<file path="config.mk">
export PLATFORM = sky130hd
export DESIGN_NAME = axi4_to_ahb
export DESIGN_NICKNAME = d
export VERILOG_FILES = /design/src/rtl/eh2_pkg.sv /design/src/rtl/axi4_to_ahb_strb_dec.sv /design/src/rtl/axi4_to_ahb.sv
export SDC_FILE = /design/constraint.sdc
export NUM_CORES = 1
export LEC_CHECK = 0
export ABC_CLOCK_PERIOD_IN_PS = 2320
export CAP_MARGIN = 20
export CORE_AREA = 2 2 157 159
export DETAILED_ROUTE_END_ITERATION = 10
export DIE_AREA = 0 0 159 161
export DONT_BUFFER_PORTS = 1
export HOLD_SLACK_MARGIN = 0.1
export PLACE_DENSITY = 0.67
export SETUP_SLACK_MARGIN = 0.5
export SYNTH_ARGS = -nofsm -noshare
export SYNTH_HDL_FRONTEND = slang
export SYNTH_SLANG_ARGS = --single-unit
</file>
<file path="constraint.sdc">
create_clock -name clk -period 2.32 [get_ports clk]
set_clock_uncertainty 0.05 [all_clocks]
set_input_delay 0.464 -clock clk [delete_from_list [all_inputs] [get_ports clk]]
set_output_delay 0.464 -clock clk [all_outputs]
set_load 0.05 [all_outputs]
</file>
<file path="src/rtl/eh2_pkg.sv">
// Shared types and encodings for the AXI4-slave to AHB-Lite-master bridge.
package eh2_pkg;

    typedef enum logic [1:0] {
        IDLE = 2'd0,
        CMD  = 2'd1,
        DATA = 2'd2,
        RESP = 2'd3
    } axi2ahb_state_t;

    localparam logic [1:0] HTRANS_IDLE   = 2'b00;
    localparam logic [1:0] HTRANS_NONSEQ = 2'b10;

    localparam logic [1:0] RESP_OKAY   = 2'b00;
    localparam logic [1:0] RESP_SLVERR = 2'b10;

    localparam logic [3:0] HPROT_DATA_PRIV = 4'b0011;

    // Index of the least significant set bit; 0 when no bit is set.
    function automatic logic [2:0] lowest_set(input logic [7:0] v);
        lowest_set = 3'd0;
        for (int i = 7; i >= 0; i--) begin
            if (v[i]) lowest_set = 3'(i);
        end
    endfunction

endpackage

</file>
<file path="src/rtl/axi4_to_ahb_strb_dec.sv">
// Write-strobe decoder: classifies a strobe as a naturally aligned AHB size
// and reports the lane offset plus the lowest set strobe bit.
module axi4_to_ahb_strb_dec
    import eh2_pkg::*;
(
    input  logic [7:0] wstrb,
    output logic       is_natural,
    output logic [2:0] size,
    output logic [2:0] offset,
    output logic [2:0] low_idx
);

    always_comb begin
        is_natural = 1'b1;
        size       = 3'd0;
        offset     = 3'd0;
        low_idx    = lowest_set(wstrb);
        case (wstrb)
            8'hFF: size = 3'd3;
            8'h0F: size = 3'd2;
            8'hF0: begin size = 3'd2; offset = 3'd4; end
            8'h03: size = 3'd1;
            8'h0C: begin size = 3'd1; offset = 3'd2; end
            8'h30: begin size = 3'd1; offset = 3'd4; end
            8'hC0: begin size = 3'd1; offset = 3'd6; end
            8'h01, 8'h02, 8'h04, 8'h08,
            8'h10, 8'h20, 8'h40, 8'h80: offset = low_idx;
            default: is_natural = 1'b0;
        endcase
    end

endmodule

</file>
<file path="src/rtl/axi4_to_ahb.sv">
// AXI4 slave to AHB-Lite master bridge, one single-beat request at a time.
// Define AXI4_TO_AHB_STRB_SPLIT_EN to split non-natural write strobes into byte writes.
module axi4_to_ahb
    import eh2_pkg::*;
#(
    parameter int TAG = 1
) (
    input  logic           clk,
    input  logic           rst_l,
    input  logic           scan_mode,
    input  logic           clk_override,
    input  logic           bus_clk_en,

    input  logic           axi_awvalid,
    output logic           axi_awready,
    input  logic [TAG-1:0] axi_awid,
    input  logic [31:0]    axi_awaddr,
    input  logic [2:0]     axi_awsize,

    input  logic           axi_wvalid,
    output logic           axi_wready,
    input  logic [63:0]    axi_wdata,
    input  logic [7:0]     axi_wstrb,

    output logic           axi_bvalid,
    input  logic           axi_bready,
    output logic [1:0]     axi_bresp,
    output logic [TAG-1:0] axi_bid,

    input  logic           axi_arvalid,
    output logic           axi_arready,
    input  logic [TAG-1:0] axi_arid,
    input  logic [31:0]    axi_araddr,
    input  logic [2:0]     axi_arsize,

    output logic           axi_rvalid,
    input  logic           axi_rready,
    output logic [TAG-1:0] axi_rid,
    output logic [63:0]    axi_rdata,
    output logic [1:0]     axi_rresp,
    output logic           axi_rlast,

    output logic [31:0]    ahb_haddr,
    output logic [2:0]     ahb_hsize,
    output logic [1:0]     ahb_htrans,
    output logic           ahb_hwrite,
    output logic [63:0]    ahb_hwdata,
    output logic [2:0]     ahb_hburst,
    output logic [3:0]     ahb_hprot,
    output logic           ahb_hmastlock,

    input  logic [63:0]    ahb_hrdata,
    input  logic           ahb_hready,
    input  logic           ahb_hresp
);

    axi2ahb_state_t state;

    logic [TAG-1:0] cmd_id;
    logic           cmd_write;
    logic           cmd_err;
    logic [7:0]     cmd_strb;
    logic [63:0]    cmd_wdata;
    logic [1:0]     resp_q;

    logic           write_go;
    logic           read_go;
    logic [7:0]     dec_in;
    logic           dec_natural;
    logic [2:0]     dec_size;
    logic [2:0]     dec_offset;
    logic [2:0]     dec_low;
    logic           unused_ok;

    assign write_go = bus_clk_en && (state == IDLE) && axi_awvalid && axi_wvalid;
    assign read_go  = bus_clk_en && (state == IDLE) && axi_arvalid && !(axi_awvalid && axi_wvalid);

    assign axi_awready = write_go;
    assign axi_wready  = write_go;
    assign axi_arready = read_go;

    assign axi_bresp = resp_q;
    assign axi_rresp = resp_q;
    assign axi_bid   = cmd_id;
    assign axi_rid   = cmd_id;

    assign ahb_hburst    = 3'b000;
    assign ahb_hprot     = HPROT_DATA_PRIV;
    assign ahb_hmastlock = 1'b0;

    assign unused_ok = &{1'b0, scan_mode, clk_override, axi_awsize, axi_awaddr[2:0]};

    // Outside IDLE the decoder only serves the remaining split mask.
    assign dec_in = (state == IDLE) ? axi_wstrb : cmd_strb;

    axi4_to_ahb_strb_dec u_strb_dec (
        .wstrb      (dec_in),
        .is_natural (dec_natural),
        .size       (dec_size),
        .offset     (dec_offset),
        .low_idx    (dec_low)
    );

    always_ff @(posedge clk or negedge rst_l) begin
        if (!rst_l) begin
            state      <= IDLE;
            cmd_id     <= '0;
            cmd_write  <= 1'b0;
            cmd_err    <= 1'b0;
            cmd_strb   <= 8'h00;
            cmd_wdata  <= 64'h0;
            resp_q     <= RESP_OKAY;
            axi_bvalid <= 1'b0;
            axi_rvalid <= 1'b0;
            axi_rlast  <= 1'b0;
            axi_rdata  <= 64'h0;
            ahb_haddr  <= 32'h0;
            ahb_hsize  <= 3'd0;
            ahb_htrans <= HTRANS_IDLE;
            ahb_hwrite <= 1'b0;
            ahb_hwdata <= 64'h0;
        end else if (bus_clk_en) begin
            case (state)
                IDLE: begin
                    if (write_go) begin
                        cmd_id     <= axi_awid;
                        cmd_write  <= 1'b1;
                        cmd_err    <= 1'b0;
                        cmd_wdata  <= axi_wdata;
                        ahb_hwrite <= 1'b1;
                        if (axi_wstrb == 8'h00) begin
                            cmd_strb   <= 8'h00;
                            resp_q     <= RESP_OKAY;
                            axi_bvalid <= 1'b1;
                            state      <= RESP;
                        end else if (dec_natural) begin
                            cmd_strb   <= 8'h00;
                            ahb_haddr  <= {axi_awaddr[31:3], dec_offset};
                            ahb_hsize  <= dec_size;
                            ahb_htrans <= HTRANS_NONSEQ;
                            state      <= CMD;
                        end else begin
`ifdef AXI4_TO_AHB_STRB_SPLIT_EN
                            // cmd_strb holds the bytes still to go after this one
                            cmd_strb   <= axi_wstrb & (axi_wstrb - 8'd1);
                            ahb_haddr  <= {axi_awaddr[31:3], dec_low};
                            ahb_hsize  <= 3'd0;
                            ahb_htrans <= HTRANS_NONSEQ;
                            state      <= CMD;
`else
                            cmd_strb   <= 8'h00;
                            resp_q     <= RESP_SLVERR;
                            axi_bvalid <= 1'b1;
                            state      <= RESP;
`endif
                        end
                    end else if (read_go) begin
                        cmd_id     <= axi_arid;
                        cmd_write  <= 1'b0;
                        cmd_err    <= 1'b0;
                        cmd_strb   <= 8'h00;
                        ahb_haddr  <= axi_araddr;
                        ahb_hsize  <= axi_arsize;
                        ahb_hwrite <= 1'b0;
                        ahb_htrans <= HTRANS_NONSEQ;
                        state      <= CMD;
                    end
                end

                CMD: begin
                    if (ahb_hready) begin
                        ahb_htrans <= HTRANS_IDLE;
                        ahb_hwdata <= cmd_wdata;
                        state      <= DATA;
                    end
                end

                DATA: begin
                    if (ahb_hresp) cmd_err <= 1'b1;
                    if (ahb_hready) begin
                        if (!cmd_write) axi_rdata <= ahb_hrdata;
                        if (!ahb_hresp && !cmd_err && (cmd_strb != 8'h00)) begin
                            ahb_haddr  <= {ahb_haddr[31:3], dec_low};
                            ahb_htrans <= HTRANS_NONSEQ;
                            cmd_strb   <= cmd_strb & (cmd_strb - 8'd1);
                            state      <= CMD;
                        end else begin
                            cmd_strb <= 8'h00;
                            resp_q   <= (ahb_hresp || cmd_err) ? RESP_SLVERR : RESP_OKAY;
                            if (cmd_write) begin
                                axi_bvalid <= 1'b1;
                            end else begin
                                axi_rvalid <= 1'b1;
                                axi_rlast  <= 1'b1;
                            end
                            state <= RESP;
                        end
                    end
                end

                RESP: begin
                    if (cmd_write ? axi_bready : axi_rready) begin
                        axi_bvalid <= 1'b0;
                        axi_rvalid <= 1'b0;
                        axi_rlast  <= 1'b0;
                        state      <= IDLE;
                    end
                end

                default: state <= IDLE;
            endcase
        end
    end

endmodule

</file>
After elaboration in Yosys (flattened, before gate mapping):

Index checks and enable logic that the tools add are counted.

* word-level logic and storage cells: 163
* bits in registers: 246
* output and inout bits: 186

* muxes and demuxes: 72
* equality and inequality tests: 33
* bitwise operators: 3
* reductions and logical operators: 39
* $add $sub $neg: 1

Operators with widths (number)
* 2-to-1 mux 32 bit: 4
* one-hot mux 32 bit (2 select lines): 1
* 2-to-1 mux 2 bit: 21
* 2-to-1 mux 3 bit: 14
* 2-to-1 mux 8 bit: 5
* equality test 8 bit (second input constant): 4
* equality test 8 x 4 -> 1 bit (second input constant): 3
* != test 2 bit (second input constant): 10
* 2-to-1 mux 1 bit: 18
* AND reduction 6 bit: 3
* equality test 8 x 2 -> 1 bit (second input constant): 2
* equality test 8 x 6 -> 1 bit (second input constant): 2
* one-hot mux 8 bit (2 select lines): 1
* AND reduction 8 bit: 2
* OR reduction 15 bit: 1
* one-hot mux 2 bit (3 select lines): 2
* one-hot mux 3 bit (4 select lines): 1
* AND reduction 4 bit: 3
* AND reduction 5 bit: 2
* != test 3 bit (second input constant): 3
* AND reduction 3 bit: 3
* bitwise AND 8 bit: 1
* equality test 8 x 1 -> 1 bit (second input constant): 1
* equality test 8 x 3 -> 1 bit (second input constant): 1
* 24 further kinds: 40

Logic depth before layout (Yosys ltp):

Gate-level depths: netlist of run 1.

* word-level depth: 15
* mapped depth: 11

Cells and area by module:

A second synthesis of run 1 with hierarchy kept.

* cells, all modules: 887
* area total of the unflattened synthesis: 10075.9 um^2

By module, submodules not included
* axi4_to_ahb: instances 1, area each 9761.9 um^2, cells each 836, sequential area each 5905.7 um^2
* axi4_to_ahb_strb_dec: instances 1, area each 314.1 um^2, cells each 51, sequential area each 0.0 um^2

Worst setup path before layout of run 1:

No wires, ideal clock.

* path type: register to output
* start point: register state[0]
* end point: output port axi_wready
* arrival time: 2.588 ns
* cell stages (with the launch flop): 9
* slack: -0.782 ns
* data required time: 1.806 ns
* cell sequence: dfrtp_1 inv_1 ha_1 clkbuf_1 nand4_1 clkinv_1 clkbuf_1 clkbuf_1 buf_4

* word-level cells in the longest chain between the ends: 4

RTL lines
* start: declaration: RTL line axi4_to_ahb.sv:57 `axi2ahb_state_t state;`
* start signal: assignment: RTL line axi4_to_ahb.sv:106 `state <= IDLE;`
* start signal: assignment: RTL line axi4_to_ahb.sv:135 `state <= RESP;`
* start signal: assignment: RTL line axi4_to_ahb.sv:141 `state <= CMD;`
* zero test 2 bit: RTL line axi4_to_ahb.sv:75 `assign write_go = bus_clk_en && (state == IDLE) && axi_awvalid && axi_wvalid;`
* logical AND 1 bit (3 in series): RTL line axi4_to_ahb.sv:75
* end: declaration: RTL line axi4_to_ahb.sv:21 `output logic axi_wready,`

Every way passes these cells.

Worst setup path after layout of run 1:

* start point: register state[1]
* end point: register ahb_haddr[15]

* word-level cells in the longest chain between the ends: 7
* elaborated cells on any way between the ends: 32
* those cells by class: eq/ne (18); mux (4); bitwise (1); reduce/logical (9)

RTL lines
* zero test 2 bit
* 2-to-1 mux 8 bit: RTL line axi4_to_ahb.sv:94 `assign dec_in = (state == IDLE) ? axi_wstrb : cmd_strb;`
* equality test 8 bit, or another cell as far along: RTL line axi4_to_ahb_strb_dec.sv:18 `case (wstrb)`
* OR reduction 15 bit (no line)
* 2-to-1 mux 1 bit: RTL line axi4_to_ahb_strb_dec.sv:18
* != test 2 x 1 -> 1 bit (no line)
* AND reduction 6 bit (no line)
* end signal: assignment: RTL line axi4_to_ahb.sv:138 `ahb_haddr <= {axi_awaddr[31:3], dec_offset};`
* end signal: assignment: RTL line axi4_to_ahb.sv:162 `ahb_haddr <= axi_araddr;`
* end signal: assignment: RTL line axi4_to_ahb.sv:183 `ahb_haddr <= {ahb_haddr[31:3], dec_low};`
* end: declaration: RTL line axi4_to_ahb.sv:43 `output logic [31:0] ahb_haddr,`

Parallel ways exist; a longest one is shown, timed or not. The select of a mux whose other input is x is not followed.
A chain may end at the register's enable or synchronous reset.

==> metrics.yaml, run 1 <==
logic_synthesis:
  netlist.area_leader.share_pct: 59.30
  yosys_most_used_dff: "dfrtp_1"
  yosysSeqAreaShare_pct: 59.30
  synth_top_area_cell: "dfrtp_1"
  yosysUniqueCellTypes: 56
  synth.most_common_cell: "nand2_1"
  synth_edf_count: 0
  synth-seq-cells: 236
  yosys-top-cells-area: "dfrtp_1 59%, mux2_2 17%, nand2_1 11%, mux2_4 1.5%, buf_4 1.2%"
  avgSynthCellArea_sq_um: 11.53
  async_reset_ff_share_pct: 100.0
  syn_area_sq_mm: 0.009958
  synthTopCellsByCount: "292 x nand2_1, 236 x dfrtp_1, 151 x mux2_2"
  synth_cells: 864
  yosysWarnings: 0
sta:
  maxSlewHeadroom_pct: 59.64
  whs_ns: -0.4085
  setup_viol: 35
  max_freq_mhz: 409.9
  fin_crit_sh_pct: 105.1
  maxSlewViolCount: 0
  fin_tns_setup_ns: -3.368
  period_minus_slack_ns: 2.439
  timing.final.ws_setup_ns: -0.1194
  rsz0062_at_grt: "true"
  finalHoldViolations: 236
  tightest_slew_ns: 0.6054
routing:
  drc_errors: 0
  drt-initial-drc-count: 496
  via_per_inst: 5.200
  antenna_left: 0
  firstDrtPassIters: 5
  wl_per_cell_microns: 22.00
  vias: 7436
  drt_wl_total_microns: 31460
layout:
  final_cells: 1430
  layout-drive-gt1-share_pct: 31.79
  design_area_sq_mm: 0.01435
  nets: 1308
  syn_to_final_growth_pct: 44.10
setup_path:
  required_ns: 2.67
  reg2reg_from: "state[1]"
  crit_path_start_kind: "flop"
  endpoint_kind: "flop"
  ff2ff_setup_slack_ns: -0.12
  cp.arrival_ns: 2.79
  regToRegEndpoint: "ahb_haddr[15]"
  critPathKind: "flop to flop"
  r2r_cells: 10
  critPathMaxFanout: 15
clock_network:
  tritoncts: "done"
  cts_hold_buffers: 134
  cts-root-buf: "clkbuf_16"
  cts_buffer_depth: 3
  clk_pin_slew_ns: 0.06
  htreeDepth: 1
  clock_latency_ns: 0.52
  cts_made_buffers: 24
  clock_sinks: 236
place:
  dp_hpwl_microns: 16670
  gp_congestion: 0.8647
  placed_area_sq_mm: 0.01053
  io_buffer_count: 0
  dp.cells: 1175
pwr:
  clock_power_share_pct: 20.2
  p_comb_share_pct: 22.1
  power.leakage_nw: 7.072
  power_density_mw_per_mm2: 1399
  p_sw_w: 0.009271
  peakVddDrop_mv: 0.7710
  p_int_w: 0.01080
  p_sw_share_pct: 46.19
  p_seq_share_pct: 57.7
grt:
  grt_pass1_wl_microns: 44390
  use_met3_pct: 5.932
  use_met1_pct: 25.56
  grtUsageTotal_pct: 21.96
  gr-max-usage-layer: "met2"
  antenna_found_initial: 5
  grt-ovfl-total: 0
  grt_max_degree: 237
  use_met2_pct: 39.25
  grt_pass1_vias: 7571
floorplanning:
  ios: 406
  die_h_microns: 161
  die_width_microns: 159
  initial_utilization_pct: 41.56
  dieArea_sq_mm: 0.02560
  num_rows: 57
  core_sq_mm: 0.02396
job:
  drv_cap: 0
status:
  violations: "hold timing, setup timing"
  outcome: "finished with violations"
hold_path:
  hp-class: "input pin to async pin"
## final cells by class
cell class                      instances  area (sq um)
Sequential cell                       236          5907
Clock buffer                           34         718.2
Multi-Input combinational cell        572          4169
Tap cell                              324         405.4
Antenna cell                            5         12.51
Clock inverter                         10         113.9
Timing Repair Buffer                  241          2975
Inverter                                8         48.80
Fill cell                            1873          9613
## state kept, by name, indices dropped and copies added (netlist names)
signal and flops:
ahb_hwdata 64, cmd_err 1, axi_bvalid 1, axi_bresp 1, axi_rdata 64, state 2
axi_bid 1, cmd_write 1, ahb_hsize 3, ahb_haddr 32, axi_rlast 1, cmd_wdata 64
ahb_htrans 1
## cells by family (layout without fill, tap and decap cells)
logic type      after synthesis  count (layout)  share of synthesized area, %
xor+xnor                      3               3                        0.2639
compound gates               47              47                         3.581
fa+ha+maj                     5               5                        0.6282
mux                         162             162                         18.68
buf+inv                      65             293                         3.330
simple gates                344             344                         14.14
flops                       236             236                         59.30
other cells                   2              16                       0.07541
## power by group through the flow
stage | Combinational (W) | Clock [W] | Sequential (W)
2_1_floorplan | 0.00243 | 0 | 0.0111
3_3_place_gp | 0.00287 | 0 | 0.0115
3_5_place_dp | 0.00299 | 0 | 0.0115
4_1_cts | 0.00386 | 0.00412 | 0.0115
5_1_grt | 0.00478 | 0.00430 | 0.0117
6_report | 0.00444 | 0.00405 | 0.0116
## through the flow
step | worst slack [ns] | power [W] | util (%) | hold slack [ns]
after CTS | -0.1012 | 0.01946 | 56.87 | -0.4324
after floorplan | -0.2411 | 0.01351 | - | 0.1184
after global placement | -0.2077 | 0.01435 | 43.94 | 0.1223
after global routing | -0.2100 | 0.02083 | 59.88 | -0.4222
after detailed placement | -0.2427 | 0.01454 | 43.94 | 0.1220
final | -0.1194 | 0.02007 | 59.88 | -0.4085
## repair_timing
item / in CTS / in global routing
pin swaps: 8 / 9
hold endpoints to repair: 368 / 236
buffers inserted: 23 / 20
cloned: 15 / 14
endpoints found under the setup margin: 165 / 229
resized for setup: 74 / 54
## cell usage in the layout, fill, tap and decap left out, drive strengths merged, types with 3 or more instances in the layout
master       count
nor3             6
nor2            13
buf             93
nand4            3
diode            5
ha               5
nand2          292
conb            11
clkbuf          45
dlygate4sd3    134
dfrtp          236
mux2           161
clkinv           7
inv              7
nand3           12
or3              3
bufbuf           3
o21ai           11
a21oi           11
## layer usage
| layer | vias up | share of wire, % |
|---|---|---|
| met2 | 366 | 51 |
| met5 | - | 0 |
| met4 | 0 | 2.7 |
| li1 | 3315 | - |
| met1 | 3701 | 38 |
| met3 | 54 | 8.1 |
## worst max path at each step
stage	from	to	slack, ns	depth (start not counted)
after detailed placement	axi_wstrb[3]	ahb_haddr[16]	-0.24	7
after floorplan	axi_wstrb[1]	ahb_haddr[21]	-0.24	9
after CTS	state[1]	axi_awready	-0.10	7
final	state[1]	ahb_haddr[15]	-0.12	10
after global routing	state[0]	ahb_haddr[2]	-0.21	12
after global placement	axi_wstrb[3]	ahb_haddr[15]	-0.21	7
## worst max-delay path, stage by stage (launching register included)
cell     delay (ns)
dfrtp_1        0.39
inv_2          0.09
ha_4           0.16
inv_1          0.06
or3_4          0.41
o32ai_4        0.28
nor4_4         0.10
a21oi_4        0.16
buf_12         0.13
buf_12         0.15
mux2_2         0.34
(Power assumes the default switching activity.)
==> run 2: changes to the inputs <==
--- a/config.mk
+++ b/config.mk
@@ -5,14 +5,14 @@
 export SDC_FILE = /design/constraint.sdc
 export NUM_CORES = 1
 export LEC_CHECK = 0
-export ABC_CLOCK_PERIOD_IN_PS = 2320
+export ABC_CLOCK_PERIOD_IN_PS = 2300
 export CAP_MARGIN = 20
-export CORE_AREA = 2 2 157 159
+export CORE_AREA = 2 2 158 160
 export DETAILED_ROUTE_END_ITERATION = 10
-export DIE_AREA = 0 0 159 161
+export DIE_AREA = 0 0 160 162
 export DONT_BUFFER_PORTS = 1
 export HOLD_SLACK_MARGIN = 0.1
-export PLACE_DENSITY = 0.67
+export PLACE_DENSITY = 0.65
 export SETUP_SLACK_MARGIN = 0.5
 export SYNTH_ARGS = -nofsm -noshare
 export SYNTH_HDL_FRONTEND = slang
==> constraint.sdc (replaced) <==
create_clock -name clk -period 2.3 [get_ports clk]
set_clock_uncertainty 0.05 [all_clocks]
set_input_delay 0.46 -clock clk [delete_from_list [all_inputs] [get_ports clk]]
set_output_delay 0.46 -clock clk [all_outputs]
set_load 0.05 [all_outputs]
==> run 2 against run 1 <==
Effect of this change:
- the flow still finishes with violations (hold timing, setup timing)
- worst hold slack worse by 0.021 ns
- register-to-register slack hardly changed
- wire length is 1.1% lower
- total power is 0.30% lower
- critical path depth is 1 higher
- first-iteration DRC count is 3.0% lower
- global-route usage is 0.23 points higher
- combinational power is 2% lower
- largest cell class unchanged
==> metrics.yaml, run 2 (synthesis results as in run 1) <==
routing:
  antenna_left: 0
  drc_errors: 0
  drt-initial-drc-count: 481
  wl_per_cell_microns: 21.65
  via_per_inst: 5.173
  vias: 7439
  firstDrtPassIters: 4
  drt_wl_total_microns: 31130
sta:
  fin_crit_sh_pct: 105.1
  tightest_slew_ns: 0.6173
  fin_tns_setup_ns: -2.851
  maxSlewHeadroom_pct: 58.84
  finalHoldViolations: 236
  rsz0062_at_grt: "true"
  period_minus_slack_ns: 2.418
  max_freq_mhz: 413.5
  whs_ns: -0.4295
  maxSlewViolCount: 0
  timing.final.ws_setup_ns: -0.1183
  setup_viol: 35
clock_network:
  clk_pin_slew_ns: 0.06
  cts_buffer_depth: 3
  cts_made_buffers: 26
  clock_sinks: 236
  cts-root-buf: "clkbuf_16"
  htreeDepth: 1
  clock_latency_ns: 0.53
  tritoncts: "done"
  cts_hold_buffers: 141
setup_path:
  max_stage_delay_ns: 0.45
  regToRegEndpoint: "ahb_haddr[31]"
  reg2reg_from: "state[0]"
  cp.arrival_ns: 2.77
  endpoint_kind: "flop"
  r2r_cells: 11
  critPathMaxFanout: 6
  worstPathCellList: "inv_2 > ha_4 > buf_6 > buf_6 > buf_4 > nand2_1 > or3_1 > a21oi_4 > buf_12 > clkbuf_16 > mux2_2"
  slowest_stage: "or3_1"
  critPathKind: "flop to flop"
  ff2ff_setup_slack_ns: -0.12
  required_ns: 2.66
  crit_path_start_kind: "flop"
  crit_top_cell: "buf_6"
place:
  io_buffer_count: 0
  place_ws_ns: -0.2578
  dp_hpwl_microns: 17390
  gp_congestion: 0.8472
pwr:
  p_sw_w: 0.009286
  power.leakage_nw: 7.044
  p_sw_share_pct: 46.40
  p_int_w: 0.01073
  peakVddDrop_mv: 0.8582
  power_density_mw_per_mm2: 1391
  clock_power_share_pct: 20.0
  p_comb_share_pct: 21.7
  p_seq_share_pct: 58.3
  p_total_w: 0.02001
status:
  outcome: "finished with violations"
  violations: "hold timing, setup timing"
layout:
  final_common_cell: "nand2_1"
  nets: 1315
  regArea_sq_mm: 0.005908
  top_regs: "ahb_hwdata: 64 flops, axi_rdata: 64 flops, cmd_wdata: 64 flops"
  layout-drive-gt1-share_pct: 32.88
  multi_input_area_sq_mm: 0.004247
  final_cell_mix: "273 x nand2_1, 234 x dfrtp_1, 140 x dlygate4sd3_1"
  syn_to_final_growth_pct: 44.44
  fillCellCount: 1879
floorplanning:
  die_h_microns: 162
  die_width_microns: 160
  ios: 406
  num_rows: 57
  initial_utilization_pct: 41.31
  core_sq_mm: 0.02411
  dieArea_sq_mm: 0.02592
grt:
  grt-ovfl-total: 0
  grtUsageTotal_pct: 22.19
  grt_pass1_wl_microns: 45080
  grt_pass1_vias: 7798
  antenna_found_initial: 4
  grt_max_degree: 237
job:
  drv_cap: 0
hold_path:
  hp-class: "input pin to async pin"
-- run 2: cell count changes in the layout (fill, tap and decap cells not counted), sizes merged --
cell / delta
bufinv: -1
dlymetal6s4s: +1
diode: -1
clkinv: +3
buf: +1
dlygate4sd3: +6
bufbuf: -1
-- run 2: power by group through the flow --
stage               registers [W]  logic (W)  clock network, W
floorplan                  0.0112    0.00245                 0
global placement           0.0116    0.00289                 0
detailed placement         0.0116    0.00300                 0
CTS                        0.0116    0.00387           0.00410
global route               0.0119    0.00470           0.00429
finish                     0.0117    0.00434           0.00400
-- run 2: worst max-delay path: cells and delay by family, from the launching register on --
family	cells	cell delay [ns]
AO/OA/AOI/OAI	1	0.16
adder cells (fa/ha/maj)	1	0.14
buffers and inverters	6	0.72
flip-flops	1	0.39
multiplexers	1	0.32
AND/OR/NAND/NOR	2	0.51
-- run 2: layer usage --
layer | track usage, % | routed length, microns
met5 | 0 | 0
met2 | 41.54 | 16870
met1 | 23.85 | 10710
met4 | 7.699 | 891
met3 | 6.588 | 2658
-- run 2: how the worst max path moves through the flow --
stage                      start  slack, ns             to  cells past startpoint
finish                  state[0]      -0.12  ahb_haddr[31]                     11
global route            state[0]      -0.19  ahb_haddr[11]                     10
CTS                     state[0]       -0.1    axi_awready                      8
detailed placement  axi_wstrb[3]      -0.26  ahb_haddr[19]                      7
global placement    axi_wstrb[3]      -0.24  ahb_haddr[20]                      7
floorplan           axi_wstrb[1]      -0.26  ahb_haddr[21]                      9
-- run 2: area by class of cell --
type                    instances  share of cell area, %
well taps                     324                  2.818
multi-input cells             572                  29.52
diodes                          4                0.06959
repair buffers                246                  20.43
flip-flops and latches        236                  41.08
clock inverters                12                 0.7133
clock buffers                  36                  5.063
inverters                       8                 0.3045
-- run 2: stage by stage --
step,area (sq um),hold slack [ns],utilization (%),cells
after CTS,13720,-0.4432,56.91,1405
after global routing,14380,-0.4558,59.67,1438
final,14380,-0.4295,59.67,1438
after global placement,10530,0.1191,43.68,1180
after floorplan,10190,0.1144,-,873
after detailed placement,10530,0.1192,43.68,1180
-- run 2: timing repair --
action                                  4_1_cts  5_1_grt
buffers inserted                             24       17
hold endpoints to repair                    374      236
pin swaps                                    10       16
cloned                                       12       12
gates resized for setup                     111       69
endpoints found under the setup margin      223      212
==> run 3: changes to the inputs <==
==> config.mk (replaced) <==
export PLATFORM = sky130hd
export DESIGN_NAME = axi4_to_ahb
export DESIGN_NICKNAME = d
export VERILOG_FILES = /design/src/rtl/eh2_pkg.sv /design/src/rtl/axi4_to_ahb_strb_dec.sv /design/src/rtl/axi4_to_ahb.sv
export SDC_FILE = /design/constraint.sdc
export NUM_CORES = 1
export LEC_CHECK = 0
export ABC_CLOCK_PERIOD_IN_PS = 1900
export CAP_MARGIN = 20
export CORE_AREA = 2 2 157 159
export DETAILED_ROUTE_END_ITERATION = 10
export DIE_AREA = 0 0 159 161
export DONT_BUFFER_PORTS = 1
export HOLD_SLACK_MARGIN = 0.1
export PLACE_DENSITY = 0.67
export SETUP_SLACK_MARGIN = 0.4
export SYNTH_ARGS = -nofsm -noshare
export SYNTH_HDL_FRONTEND = slang
export SYNTH_SLANG_ARGS = --single-unit
==> constraint.sdc (replaced) <==
create_clock -name clk -period 1.9 [get_ports clk]
set_clock_uncertainty 0.05 [all_clocks]
set_input_delay 0.38 -clock clk [delete_from_list [all_inputs] [get_ports clk]]
set_output_delay 0.38 -clock clk [all_outputs]
set_load 0.05 [all_outputs]
==> run 3 against run 2 <==
Effect of this change:
- the run still ends with hold timing, setup timing left
- flip-flop and latch count is the same
- critical path depth shrank 1
- sequential share of layout area shrank 3.5 points
- sequential power grew 25%
- clock power grew 16%
- global-route usage grew 3.3 points
- highest routed layer unchanged
==> metrics.yaml, run 3 (synthesis results as in run 1) <==
status:
  outcome: "finished with violations"
  violations: "hold timing, setup timing"
job:
  drv_cap: 0
clock_network:
  cts_buffer_depth: 3
  cts_hold_buffers: 189
  htreeDepth: 1
  clk_pin_slew_ns: 0.06
  clock_latency_ns: 0.51
  cts_made_buffers: 25
  clock_sinks: 236
  tritoncts: "done"
  cts-root-buf: "clkbuf_16"
pwr:
  clock_power_share_pct: 18.4
  p_sw_w: 0.01177
  p_sw_share_pct: 46.71
  p_seq_share_pct: 57.8
  p_total_w: 0.02521
  p_comb_share_pct: 23.8
  power.leakage_nw: 7.381
  peakVddDrop_mv: 1.102
  power_density_mw_per_mm2: 1563
  p_int_w: 0.01343
layout:
  final_common_cell: "dlygate4sd3_1"
  multi_input_area_sq_mm: 0.004634
  top_regs: "ahb_hwdata: 64 flops, axi_rdata: 64 flops, cmd_wdata: 64 flops"
  regArea_sq_mm: 0.006053
  final_cells: 1526
  layout-drive-gt1-share_pct: 51.75
  syn_to_final_growth_pct: 61.93
  nets: 1410
  antennaDiodeCount: 0
  final_cell_mix: "189 x dlygate4sd3_1, 180 x nand2_1, 122 x dfrtp_1"
  fin_util_pct: 67.29
  fillCellCount: 1580
sta:
  maxSlewHeadroom_pct: 65.20
  timing.final.ws_setup_ns: -0.4853
  fin_crit_sh_pct: 125.5
  period_minus_slack_ns: 2.385
  fin_tns_setup_ns: -44.22
  max_freq_mhz: 419.2
  finalHoldViolations: 236
  setup_viol: 160
  rsz0062_at_grt: "true"
  tightest_slew_ns: 0.5221
  maxSlewViolCount: 0
  whs_ns: -0.4853
setup_path:
  r2r_cells: 10
  endpoint_kind: "flop"
  worstPathCellList: "inv_2 > ha_4 > inv_2 > or3_4 > o32ai_4 > nor4_4 > a21oi_4 > buf_6 > clkbuf_16 > mux2_4"
  slowest_stage: "dfrtp_1"
  required_ns: 2.25
  crit_buf_inv: 4
  critPathKind: "flop to flop"
  critPathMaxFanout: 7
  cp.arrival_ns: 2.74
  cp.depth: 10
  crit_path_start_kind: "flop"
  crit_top_cell: "inv_2"
  max_stage_delay_ns: 0.39
  cp_top_family: "compound AO/OA/AOI/OAI gates"
floorplanning:
  core_sq_mm: 0.02396
  initial_utilization_pct: 41.56
  die_h_microns: 161
  ios: 406
  dieArea_sq_mm: 0.02560
  num_rows: 57
  die_width_microns: 159
routing:
  drt-initial-drc-count: 602
  wl_per_cell_microns: 23.03
  via_per_inst: 5.249
  firstDrtPassIters: 5
  drt_wl_total_microns: 35140
  drc_errors: 0
  antenna_left: 0
  vias: 8010
grt:
  grt_pass1_wl_microns: 50950
  antenna_found_initial: 0
  grt_max_degree: 237
  grt-ovfl-total: 0
  grt_pass1_vias: 8655
  grtUsageTotal_pct: 25.49
place:
  gp_congestion: 0.9197
  io_buffer_count: 0
  place_ws_ns: -0.5950
  dp_hpwl_microns: 16560
  dp.cells: 1195
hold_path:
  hp-class: "input pin to async pin"
-- run 3: cell type report --
class | instances | share of cell area, %
clock inverter | 9 | 0.3259
timing repair buffer | 340 | 26.20
multi-input combinational | 574 | 28.74
sequential | 236 | 37.54
tap | 324 | 2.514
inverter | 8 | 0.2561
clock buffer | 35 | 4.423
-- run 3: repair_timing --
item / CTS / global route
pin swaps: 29 / 40
endpoints found under the setup margin: 403 / 411
cloned: 31 / 5
gates resized for setup: 161 / 274
endpoints found under the hold margin: 397 / 236
buffers inserted: 45 / 17
-- run 3: worst paths after layout --
path                                       to          start  slack (ns)
worst max-delay path            ahb_haddr[11]       state[1]       -0.49
worst min-delay path            cmd_wdata[38]          rst_l       -0.49
worst max register to register  ahb_haddr[11]       state[1]       -0.49
worst min register to register  cmd_wdata[21]  cmd_wdata[21]        0.43
max in group asynchronous       ahb_haddr[28]          rst_l        1.98
min in group clk                 axi_bresp[1]      ahb_hresp        0.12
-- run 3: layer usage --
metal  part of all wire, %  up-vias  routed length (microns)  track usage [%]
li1                      -     3522                        -                -
met1                    37     3995                    13130            29.98
met2                    51      408                    18010            45.24
met3                   8.5       85                     2973            7.704
met4                   2.9        0                     1029            7.397
met5                     0        -                        0                0
-- run 3: power groups by stage --
stage	sequential (W)	combinational (W)	clock (W)
2_1_floorplan	0.0136	0.00310	0
3_3_place_gp	0.0140	0.00366	0
3_5_place_dp	0.0140	0.00381	0
4_1_cts	0.0140	0.00515	0.00471
5_1_grt	0.0148	0.00644	0.00493
6_report	0.0146	0.00600	0.00463
-- run 3: metrics by stage --
step	cell area [sq um]	hold WS, ns
6_report	16130	-0.4853
4_1_cts	15130	-0.5032
2_1_floorplan	10370	0.03441
3_5_place_dp	10720	0.03930
3_3_place_gp	10720	0.03868
5_1_grt	16130	-0.5106
-- run 3: worst register-to-register path: stages (launching register included) --
cell and delay, ns:
dfrtp_1 0.39, inv_2 0.09, ha_4 0.16, inv_2 0.04, or3_4 0.34, o32ai_4 0.28
nor4_4 0.11, a21oi_4 0.23, buf_6 0.14, clkbuf_16 0.15, mux2_4 0.30
